--- src/rtl/tx_driver.sv ---
// Streams a fixed ROM message to the UART transmitter one byte at a time.
// A byte is loaded and XMitGo is pulsed whenever TxEmpty is seen in IDLE; the message repeats forever.
module tx_driver #(
  parameter int MSG_LEN     = 13,
  parameter int HOLD_CYCLES = 2
) (
  input  logic       Enable,
  input  logic       Reset,
  input  logic       TxEmpty,
  output logic       XMitGo,
  output logic [7:0] TxData
);

  localparam int AW = $clog2(MSG_LEN);
  localparam int CW = (HOLD_CYCLES > 1) ? $clog2(HOLD_CYCLES) : 1;
  localparam logic [AW-1:0] ADDR_LAST = AW'(MSG_LEN - 1);
  localparam logic [CW-1:0] CNT_LAST  = CW'(HOLD_CYCLES - 1);

  typedef enum logic [1:0] {
    IDLE = 2'd0,
    SEND = 2'd1,
    HOLD = 2'd2
  } state_t;

  state_t        State, state_nxt;
  logic [AW-1:0] Address, addr_nxt;
  logic [CW-1:0] cnt, cnt_nxt;
  logic          go_nxt;
  logic [7:0]    data_nxt;

  function automatic logic [7:0] rom(input logic [AW-1:0] a);
    case (int'(a))
      0:       rom = 8'h48;
      1:       rom = 8'h65;
      2:       rom = 8'h6C;
      3:       rom = 8'h6C;
      4:       rom = 8'h6F;
      5:       rom = 8'h2C;
      6:       rom = 8'h20;
      7:       rom = 8'h57;
      8:       rom = 8'h6F;
      9:       rom = 8'h72;
      10:      rom = 8'h6C;
      11:      rom = 8'h64;
      12:      rom = 8'h21;
      default: rom = 8'h00;
    endcase
  endfunction

  // TxData/XMitGo are computed here but only ever leave through the registers below.
  always_comb begin
    state_nxt = State;
    addr_nxt  = Address;
    cnt_nxt   = cnt;
    go_nxt    = 1'b0;
    data_nxt  = TxData;
    case (State)
      IDLE: begin
        if (TxEmpty) begin
          data_nxt  = rom(Address);
          go_nxt    = 1'b1;
          state_nxt = SEND;
        end
      end
      SEND: begin
        addr_nxt  = (Address == ADDR_LAST) ? '0 : Address + 1'b1;
        cnt_nxt   = '0;
        state_nxt = HOLD;
      end
      HOLD: begin
        if (cnt == CNT_LAST) state_nxt = IDLE;
        else                 cnt_nxt   = cnt + 1'b1;
      end
      default: state_nxt = IDLE;
    endcase
  end

  always_ff @(posedge Enable or negedge Reset) begin
    if (!Reset) begin
      State   <= IDLE;
      Address <= '0;
      cnt     <= '0;
      XMitGo  <= 1'b0;
      TxData  <= 8'h00;
    end else begin
      State   <= state_nxt;
      Address <= addr_nxt;
      cnt     <= cnt_nxt;
      XMitGo  <= go_nxt;
      TxData  <= data_nxt;
    end
  end

endmodule

--- config.mk ---
export PLATFORM = sky130hd
export DESIGN_NAME = tx_driver
export DESIGN_NICKNAME = d
export VERILOG_FILES = /design/src/rtl/tx_driver.sv
export SDC_FILE = /design/constraint.sdc
export NUM_CORES = 1
export LEC_CHECK = 0
export BUFFER_PORTS_ARGS = -buffer_cell sky130_fd_sc_hd__buf_4
export CAP_MARGIN = 10
export CORE_MARGIN = 2
export CORE_UTILIZATION = 40
export DETAILED_ROUTE_END_ITERATION = 16
export SLEW_MARGIN = 30
export SYNTH_ARGS = -nofsm -noshare
export SYNTH_HDL_FRONTEND = slang
export SYNTH_SLANG_ARGS = --single-unit
--- constraint.sdc ---
create_clock -name Enable -period 2 [get_ports Enable]
set_clock_uncertainty 0.15 [all_clocks]
set_input_delay 0.6 -clock Enable [delete_from_list [all_inputs] [get_ports Enable]]
set_output_delay 0.6 -clock Enable [all_outputs]
set_load 0.01 [all_outputs]
# == Word level (Yosys, flattened, before mapping) ==
# Memories as Yosys holds them, arrays and structs flattened. A register that Yosys moved wholly into a read port is not among the register bits.
# Cells that the tools add are included.
# totals
memories,1
romBits,112
mem_bits_rw,0
latchBits,0
ff_bits,16
word_cells,26
# classes
reduce_logical,5
bitwise_logic,0
multipliers,0
div_mod_pow,0
n_lt_le_gt_ge,0
n_eq_ne,5
n_shift,0
mux,8
addsub,2
# memory_table
name,words,width,rd,rd_ports_with_merged_regs,wr,line_no,text
(name not given),16,7,1,1,0,32,case (int'(a))
# op_table
operator,count
$pmux 2 s3,1
$add 4x1->4 const B,1
$eq 4x4->1 const B,1
$mux 2,2
$mux 4,1
$ne 2x2->1 const B,2
$reduce_and 2->1,2
$mux 1,3
$eq 2x1->1 const B,1
$eq 2x2->1 const B,1
$logic_not 2->1,1
$pmux 1 s2,1
$reduce_bool 2->1,1
$add 1x1->1 const B,1
$logic_not 1->1,1

# == Longest topological paths before layout ==
# depth
ltp_word,3
depth_mapped,6
mapped_depth_nobuf,6

# == Worst setup path before layout ==
# Ideal clock, no wire load.
# synth_timing
path_type,register -> register
start,reg State[0]
end,reg State[0]
synth_period_minus_slack_ps,1495
setup_ps,125
path_slack_ps,505
t_arrival_ps,1221
stages_incl_launch_ff,6
cell_sequence,dfrtp_1 -> inv_1 -> ha_1 -> inv_1 -> o22ai_1 -> mux2_2
# synth_between
elab_chain_cells,3
word_cells_on_any_way,7
classes_between,eq/ne: 4; mux: 1; reduce/logical: 2
# synth_rtl
item,line_no,text
"start, declared",25,"state_t State, state_nxt;"
"start signal, assigned",86,State <= state_nxt;
$eq 2x2->1 / $logic_not 2->1 (equally long branches),57,case (State)
$ne 2x2->1 (no line),n/a,
$reduce_and 2->1 (no line),n/a,
# Several ways; a longest one is shown, not always the timed one.
# A chain may end at the register's enable or synchronous reset.

# == Worst setup path after layout ==
# layout_timing
start,reg State[1]
end,reg State[0]
# Same word-level chain as after synthesis.

==> out/results.tsv <==
stage	metric	value	unit
run_status	status	finished clean	
logic_synthesis	post-synthesis average cell area	9.95	um^2
logic_synthesis	post-synthesis sequential area ratio	0.439	
clocking	CTS sink count	15	
routing	router iterations before antenna repair	4	
cells_and_area	layout cells sized above 1	0.186	
floorplan	Chip Height	50.3	um
floorplan	Die Area	2530	um^2
worst_setup_path	Setup Crit Path Kind	register to register	
cells_and_area	Final Cell Area	968	um^2
floorplan	Die X	50.3	um
clocking	CTS Root Buffer Type	clkbuf_4	
clocking	Post-CTS Setup Repair Bufs	0	
logic_synthesis	post-synthesis mux area share	0.0687	
worst_setup_path	Critical Path Most Common Cell	inv_1	
worst_setup_path	Crit path largest cell delay	410	ps
logic_synthesis	Synth Area in Compound Gates	0.132	
cells_and_area	commonest non-fill, non-tap cell in the layout	dfrtp_1	
power_and_ir_drop	Cell Pwr Density	1580	nW/um^2
clocking	PostCTS Resize Cnt	0	
cells_and_area	register area	375	um^2
grt	grt ovf	0	
grt	initial antenna violation count	0	
worst_setup_path	crit start category	register	
logic_synthesis	synthesis-stage register bit count	15	
timing	Fin. Hold Viols	0	
timing	fin worst setup slack	363	ps
logic_synthesis	library cells used by synthesis	25	
timing	# setup viols final	0	
cells_and_area	fillers	189	
worst_setup_path	Critical Path AT	1660	ps
placed_design	Placer Congestion	0.803	
routing	DRT iter0 DRCs	5	
grt	global-route wire length before repair	2.57	mm
grt	pin count of the biggest net entering global routing	16	
timing	Fmax	0.611	GHz
power_and_ir_drop	Leakage	0.472	nW
clocking	Worst-path clk slew	90	ps
logic_synthesis	adder-cell area share of the yosys netlist	0.175	
power_and_ir_drop	Max VDD drop	0.578	mV
cells_and_area	area of the multi-input gates	424	um^2
cells_and_area	Area growth syn-to-layout	13.2	%
clocking	# hold bufs at CTS	0	
grt	gr usage total	0.140	
timing	setup TNS	0	ps
timing	Final min period	1640	ps
clocking	H-Tree Level Count	1	
floorplan	top-level port count	12	
routing	antenna viol nets, final	0	
worst_setup_path	Slowest-stage cell, CP	dfrtp_1	
worst_setup_path	Worst Path Required	2020	ps
placed_design	post-place setup slack	395	ps
logic_synthesis	largest family of logic cells by synthesized area	adder cells	
grt	vias in the first global route	596	
clocking	Max Buffers Root-to-Sink	2	
floorplan	starting density of the core	0.432	
routing	total number of vias	597	
timing	RSZ-0062 raised after global routing	no	
logic_synthesis	cell count after synthesis	86	
worst_setup_path	critical path capture point type	register	
routing	routed length per instance	12.0	um
cells_and_area	most frequent cells in the layout	dfrtp_1, ha_1, nand2_1	
logic_synthesis	Post-Synthesis Net Count	101	
placed_design	port bufs	10	
worst_setup_path	Crit Path Max Fanout	4	
placed_design	Placement Cell Area	942	um^2
routing	Residual DRC	0	
placed_design	dpl hpwl	1.12	mm
routing	Via-to-Cell Ratio	4.81	
worst_setup_path	CP cell instances	inv_1 > ha_1 > inv_1 > o22ai_1 > mux2_2	
timing	Final period util	0.819	
logic_synthesis	Cell Area, Synth	856	um^2
clocking	CTS buffer count	3	
cells_and_area	# nets final	113	
min_path	Hold Crit Class	input pin to asynchronous set/reset pin	
logic_synthesis	xor/xnor cell area share of the yosys netlist	0	
clocking	CTS tree	yes	
job	max-cap violations	0	
routing	overall routed net length	1.49	mm
floorplan	FP Rows	16	
timing	Slew Viols, Final	0	
clocking	clock latency on the worst-skew pair	280	ps
floorplan	core area	1980	um^2
cells_and_area	diodes inserted	0	
logic_synthesis	Simple-Gate Fraction of Synth Area	0.115	
logic_synthesis	YS warnings	0	
-- stage by stage --
step | util | hold slack, ps | std cells | total power, mW
2_1_floorplan | - | 154 | 86 | 1.13
3_3_place_gp | 0.475 | 309 | 120 | 1.35
3_5_place_dp | 0.475 | 315 | 120 | 1.37
4_1_cts | 0.489 | 4.07 | 124 | 1.55
5_1_grt | 0.489 | 1.62 | 124 | 1.69
6_report | 0.489 | 0.244 | 124 | 1.53
-- kinds of logic after synthesis --
| group | after synthesis |
|---|---|
| other cells | 1 |
| simple gates | 23 |
| buf+inv | 12 |
| mux | 5 |
| flops | 15 |
| fa+ha+maj | 12 |
| compound gates | 18 |
-- synth_stat cells, drive strengths merged --
cell type | n | area share
buf | 3 | 0.026
ha | 12 | 0.18
nand2 | 11 | 0.048
and2b | 1 | 0.0088
nand2b | 1 | 0.0073
mux2 | 4 | 0.057
mux2i | 1 | 0.012
a221oi | 1 | 0.010
o41ai | 1 | 0.010
a31oi | 3 | 0.022
o221ai | 1 | 0.010
o22ai | 1 | 0.0073
conb | 1 | 0.0044
dfrtp | 15 | 0.44
nor2b | 1 | 0.0073
a21oi | 1 | 0.0058
a2bb2oi | 1 | 0.010
o21ai | 8 | 0.047
nand3 | 3 | 0.018
inv | 9 | 0.039
nor2 | 6 | 0.026
o211ai | 1 | 0.0088
-- state kept, by name, indices dropped and copies added, names as in the netlist --
signal	flops
Address	4
State	2
TxData	7
XMitGo	1
cnt	1
-- routing by layer --
layer	part of all wire	global-route usage	vias up	wire length [um]
met3	0.044	0.0268	6	66
met4	0.034	0.106	0	51
met1	0.45	0.152	264	671
met5	0	0	-	0
li1	-	-	313	-
met2	0.47	0.237	14	700
-- where the power goes --
part	internal (mW)	switching (mW)	total, mW
Combinational	0.379	0.411	0.790
Sequential	0.441	0.129	0.569
Clock	0.0774	0.0967	0.174
-- final cells by class --
type | instances | share of cell area
inverter | 9 | 0.0349
tap | 27 | 0.0349
sequential | 15 | 0.388
timing repair buffer | 10 | 0.0775
clock buffer | 4 | 0.0271
multi-input combinational | 59 | 0.438
-- critical path, delay by kind of cell, from the launching register on --
kind / cells / cell delay (ps)
DFF: 1 / 410
muxes: 1 / 370
AOI/OAI and AO/OA: 1 / 240
adders and majority gates: 1 / 190
buffers and inverters: 2 / 180
-- worst paths after layout --
path / startpoint / endpoint / slack [ps] / cells past startpoint
worst max-delay path: State[1] / State[0] / 360 / 5
worst min-delay path: Reset / TxData[0] / 0.2 / 1
worst max register to register: State[1] / State[0] / 360 / 5
worst min register to register: TxData[6] / TxData[6] / 340 / 2
max in group asynchronous: Reset / TxData[4] / 1520 / 1
min in group Enable: TxData[6] / TxData[6] / 340 / 2
Power figures use the tool's default switching activity.
